--- src/rtl/aes_sbox_col_feeder.sv ---
// Valid/ready front end for the four masked S-box lanes of the 32-bit AES core.
// Tracks in-flight columns and buffers lane results in a credit-checked FIFO.
module aes_sbox_col_feeder #(
  parameter int d          = 2,
  parameter int OUT_LAT    = 4,
  parameter int FIFO_DEPTH = 6
) (
  input  logic            clk,
  input  logic            rst,
  input  logic            in_valid,
  output logic            in_ready,
  input  logic [32*d-1:0] in_data,
  input  logic            rnd_fresh,
  output logic            rnd_used,
  output logic [32*d-1:0] sbox_in,
  input  logic [32*d-1:0] sbox_out,
  output logic            out_valid,
  input  logic            out_ready,
  output logic [32*d-1:0] out_data
);

  localparam int W  = 32 * d;
  localparam int CW = $clog2(FIFO_DEPTH + 1);
  localparam int IW = $clog2(OUT_LAT + 1);
  localparam int PW = (FIFO_DEPTH > 1) ? $clog2(FIFO_DEPTH) : 1;

  logic [OUT_LAT-1:0] r_vsr;
  logic [CW-1:0]      r_cnt;
  logic [PW-1:0]      r_wr;
  logic [PW-1:0]      r_rd;
  logic [W-1:0]       r_mem [FIFO_DEPTH];

  logic [IW-1:0] w_inflight;
  logic          w_credit;
  logic          w_issue;
  logic          w_push;
  logic          w_pop;

  function automatic logic [PW-1:0] nxt(input logic [PW-1:0] p);
    return (p == PW'(FIFO_DEPTH - 1)) ? '0 : p + 1'b1;
  endfunction

  always_comb begin
    w_inflight = '0;
    for (int i = 0; i < OUT_LAT; i++)
      w_inflight = w_inflight + IW'(r_vsr[i]);
  end

  // Reserve a FIFO slot for every word still inside the lanes.
  assign w_credit =
    (32'(r_cnt) + 32'(w_inflight)) < 32'(FIFO_DEPTH);

  assign in_ready  = !rst && rnd_fresh && w_credit;
  assign w_issue   = in_valid && in_ready;
  assign rnd_used  = w_issue;
  assign sbox_in   = in_data;

  assign w_push    = r_vsr[OUT_LAT-1];
  assign out_valid = (r_cnt != '0);
  assign w_pop     = out_valid && out_ready;
  assign out_data  = r_mem[r_rd];

  always_ff @(posedge clk) begin
    if (rst) begin
      r_vsr <= '0;
      r_cnt <= '0;
      r_wr  <= '0;
      r_rd  <= '0;
    end else begin
      r_vsr[0] <= w_issue;
      for (int i = 1; i < OUT_LAT; i++)
        r_vsr[i] <= r_vsr[i-1];
      if (w_push)
        r_wr <= nxt(r_wr);
      if (w_pop)
        r_rd <= nxt(r_rd);
      case ({w_push, w_pop})
        2'b10:   r_cnt <= r_cnt + 1'b1;
        2'b01:   r_cnt <= r_cnt - 1'b1;
        default: r_cnt <= r_cnt;
      endcase
    end
  end

  always_ff @(posedge clk) begin
    if (w_push)
      r_mem[r_wr] <= sbox_out;
  end

  a_no_overflow: assert property (
    @(posedge clk) disable iff (rst)
    !(w_push && !w_pop && r_cnt == CW'(FIFO_DEPTH))
  );

endmodule
--- config.mk ---
export PLATFORM = sky130hd
export DESIGN_NAME = aes_sbox_col_feeder
export DESIGN_NICKNAME = d
export VERILOG_FILES = /design/src/rtl/aes_sbox_col_feeder.sv
export SDC_FILE = /design/constraint.sdc
export NUM_CORES = 1
export LEC_CHECK = 0
export ABC_CLOCK_PERIOD_IN_PS = 10250
export BUFFER_PORTS_ARGS = -buffer_cell sky130_fd_sc_hd__buf_2
export CAP_MARGIN = 15
export CORE_MARGIN = 1.5
export CORE_UTILIZATION = 56
export CTS_CLUSTER_DIAMETER = 60
export DETAILED_ROUTE_END_ITERATION = 8
export PLACE_DENSITY = 0.84
export SYNTH_ARGS = -nofsm -noshare
export SYNTH_HDL_FRONTEND = slang
export SYNTH_SLANG_ARGS = --single-unit
--- constraint.sdc ---
create_clock -name clk -period 10.25 [get_ports clk]
set_clock_uncertainty 0.1 [all_clocks]
set_input_delay 1.025 -clock clk [delete_from_list [all_inputs] [get_ports clk]]
set_output_delay 1.025 -clock clk [all_outputs]
set_load 0.02 [all_outputs]
# Word level (Yosys, flattened, before mapping)
# Memory sizes are Yosys's and may differ from the RTL's. A register that Yosys moved wholly into a read port is not among the register bits.
# Cells that the tools add are included.
[totals]
ff_bits = 13
memories = 1
latch_bits = 0
rom_bits = 0
elab_cells = 32
ramBits = 384
inputBits = 133
[classes]
n_div = 0
reduce_logical = 7
n_mul = 0
eq_ne = 4
n_bitwise = 0
mux = 7
n_addsub = 8
order_cmp = 1
shifts = 0
[mem_list]
columns = ["name", "words", "word_bits", "rd", "rd_clocked_by_memory_dff", "wr", "line", "text"]
rows = [
  ["r_mem", 6, 64, 1, 1, 1, "31", "logic [W-1:0] r_mem [FIFO_DEPTH];"],
]
[op_table]
columns = ["operator", "n"]
rows = [
  ["2-to-1 mux 3 bit", 4],
  ["adder 3 x 1 -> 3 bit (second input constant)", 3],
  ["== test 3 bit (second input constant)", 2],
  ["one-hot mux 3 bit (2 select lines)", 1],
  ["adder 3 x 3 -> 4 bit", 1],
  ["logical AND 1 bit", 4],
  ["less-than comparator 4 x 3 -> 1 bit (second input constant)", 1],
  ["adder 2 x 1 -> 3 bit", 1],
  ["adder 3 x 1 -> 3 bit", 1],
  ["nonzero test 3 bit", 1],
  ["subtractor 3 x 1 -> 3 bit (second input constant)", 1],
  ["adder 1 x 1 -> 2 bit", 1],
  ["== test 2 x 1 -> 1 bit (second input constant)", 1],
  ["== test 2 bit (second input constant)", 1],
  ["2-to-1 mux 1 bit", 2],
  ["nonzero test 2 bit", 1],
  ["logical NOT 1 bit", 1],
]

# Depth between registers and ports, before layout
[logic_depth]
word_depth = 7
mapped_depth = 8

# Worst setup path before layout
# Ideal clock, no wire load.
[synth_path]
path_type = "register to register"
startpoint = "register r_wr[0]"
endpoint = "memory r_mem[1][0] in the netlist's numbering (enable)"
t_arrival_ns = 6.629
path_stages_with_launch = 2
t_required_ns = 9.501
path_slack_ns = 2.872
period_less_slack_ns = 7.378
path_buffers = 0
cell_sequence = "dfxtp_1 > nor4bb_1"
[synth_rtl]
columns = ["element", "line", "text"]
rows = [
  ["start: declaration", "29", "logic [PW-1:0] r_wr;"],
  ["start signal: assignment", "74", "r_wr <= nxt(r_wr);"],
  ["end: declaration", "31", ""],
]
# Straight into the memory's write port.

==> summary.md <==
| Metric | Value |
|---|---|
| Largest family of logic cells by synthesized area | `multiplexers` |
| Die Ht | `171 microns` |
| Via/cell ratio | `5.61` |
| Initial antenna violation count | `3` |
| Mux cell area share after synthesis | `18.2%` |
| Cts repair resizes | `0` |
| Die X | `171 microns` |
| Multi-input gate area | `3300 sq um` |
| Register area share after synthesis | `74.8%` |
| Maximum fanout along the worst path | `65` |
| GRT overflow | `0` |
| CTS tree | `yes` |
| PwrDens | `186 nW/um^2` |
| Rows | `61` |
| IO Port Bufs | `135` |
| Clock buffer depth | `3` |
| XOR/XNOR share of the synthesized area | `0.166%` |
| Crit share post-route | `44.8%` |
| Nets@finish | `979` |
| Final hold viol count | `0` |
| CTS sink cnt | `400` |
| Most frequent cells in the layout | `edfxtp_1 (384), buf_2 (135), mux2_2 (88)` |
| Core area | `27800 sq um` |
| Area growth, synth to finish | `11.8%` |
| Status | `complete, no violations` |
| Worst IR Drop VDD | `0.121 mV` |
| Reg clk slew, reported paths | `0.06 ns` |
| Asr flop ratio synth | `0%` |
| Initial core utilization | `57.0%` |
| Worst slew pin tran | `1.08 ns` |
| Top FF cell, synth | `edfxtp_1` |
| Pin count of the biggest net entering global routing | `66` |
| H-tree levels | `2` |
| Register Area | `11900 sq um` |
| WL/cell | `21.9 microns` |
| Worst skew pair latency | `0.52 ns` |
| Max Slew Vio Count | `0` |
| Die area | `29300 sq um` |
| Synthesized instance count | `747` |
| Final core occ | `63.7%` |
| Slowest cell on the critical path | `dfxtp_4` |
| Final HPWL DP | `14300 microns` |
| Vias in the first global route | `7456` |
| Filler cells | `1883` |
| Worst Path Required | `9.13 ns` |
| Minimum clock period | `4.59 ns` |
| Average cell area after synthesis | `21.2 sq um` |
| P_leak | `0.00573 uW` |
| First-pass detailed-route iteration total | `4` |
| Hold buffer count at CTS | `0` |
| Global placement routability congestion | `0.729` |
| Unique cell type count in the Yosys netlist | `29` |
| Post-route ant nets | `0` |
| Synthesis Warnings | `0` |
| First-pass GRT wire length | `41400 microns` |
| Synthesized area | `15800 sq um` |
| I/O pins | `264` |
| CTS root buf | `clkbuf_16` |
| Post-synthesis adder-cell area fraction | `0.616%` |
| DRT iter0 DRCs | `575` |
| Setup Fix Bufs, Post-CTS | `0` |
| Arr. time, crit path | `3.46 ns` |
| EDFF count, synth | `384` |
| Worst setup SP type | `flop` |
| DRC Markers | `0` |
| Max-cap violations | `0` |
| FMAX | `218 MHz` |
| Slew margin rel. | `28.0%` |
| Critical Path End Type | `output port` |
| Final WL | `27200 microns` |
| Synth Area in Compound Gates | `0.498%` |
| Ant diodes | `0` |
| Commonest non-fill, non-tap cell in the layout | `edfxtp_1` |
| RSZ-0062 raised after global routing | `false` |
| CP cell instances | `buf_4 -> mux2_2 -> mux4_2 -> buf_2` |
| Vias | `6987` |
| Fraction of layout cells with a size suffix above 1 | `42.1%` |
| Worst hold path class | `flop to flop` |
| Tot GR Track Use | `19.0%` |
| CP peak stage delay | `0.94 ns` |
| Hold_ws | `0.369 ns` |
| Seq cells post-synth | `400` |
| Setup violations, final | `0` |
| Total CTS buffers | `40` |
| Critical path class | `flop to output port` |
| Synth Area in Simple Gates | `1.07%` |
| Syn_nets | `886` |
| Setup TNS | `0 ns` |
## final cells by class
type                    count  area share (%)
clock buffers              47            5.92
well taps                 378            2.67
clock inverters            22            1.43
inverters                   7           0.155
multi-input cells         247            18.6
repair buffers            144            4.20
flip-flops and latches    400            67.0
## sequential cells by signal (all words and copies together), names as in the netlist, named ones only
signal	cells
r_mem	384
r_vsr	4
r_cnt	3
r_rd	3
r_wr	3
## worst max-delay path, delay by kind of cell, from the launching register on
kind	cells	cell delay, ns
buffers and inverters	2	1.02
DFF	1	0.94
muxes	2	0.87
## worst paths after layout
path | end | depth (start not counted) | slack (ns) | startpoint
setup reg to reg | r_vsr[0] | 8 | 7.56 | r_vsr[3]
hold reg to reg | r_vsr[3] | 1 | 0.37 | r_vsr[2]
hold / removal | r_vsr[3] | 1 | 0.37 | r_vsr[2]
setup / recovery | out_data[31] | 4 | 5.66 | flop
## stage by stage
| stage | std cells | setup WS [ns] | power, uW | instance area [sq um] |
|---|---|---|---|---|
| global route | 1245 | 5.48 | 3390 | 17700 |
| CTS | 1245 | 5.61 | 3320 | 17700 |
| finish | 1245 | 5.66 | 3290 | 17700 |
| detailed placement | 1176 | 6.17 | 1890 | 16400 |
| global placement | 1176 | 6.18 | 1890 | 16400 |
| floorplan | 747 | 2.87 | 1890 | 15800 |
## synth_stat cells (all sizes together) (2+ instances only)
cell type / instances / area [sq um]
nor3: 4 / 20.0
fa: 3 / 60.1
inv: 7 / 26.3
nand2: 6 / 22.5
o21ai: 2 / 10.0
edfxtp: 384 / 11500
or3: 3 / 18.8
clkbuf: 8 / 30.0
buf: 85 / 673
a21oi: 9 / 45.0
ha: 3 / 37.5
nor2: 8 / 30.0
nand2b: 4 / 25.0
mux2: 128 / 1440
xor2: 2 / 17.5
mux4: 64 / 1440
dfxtp: 16 / 320
nor2b: 3 / 18.8
## metal layers
| metal | share of wire [%] | routed length, microns | GRT usage (%) |
|---|---|---|---|
| met2 | 52 | 14100 | 33.0 |
| met1 | 42 | 11300 | 24.1 |
| met3 | 4.8 | 1320 | 4.53 |
| met5 | 0.085 | 23 | 0 |
| met4 | 1.6 | 434 | 4.96 |
## report_power, final
group | switching [uW] | internal, uW
clock network | 574 | 859
logic | 37.4 | 25.4
registers | 3.58 | 1790
total | 615 | 2680
## logic make-up after synthesis
kind of cell	count (synthesis)
flip-flops	400
AO/OA/AOI/OAI	14
AND/OR/NAND/NOR	32
adder cells (fa/ha/maj)	6
XOR/XNOR	3
multiplexers	192
buffers and inverters	100
No activity file was read; power rests on OpenSTA's default activity.
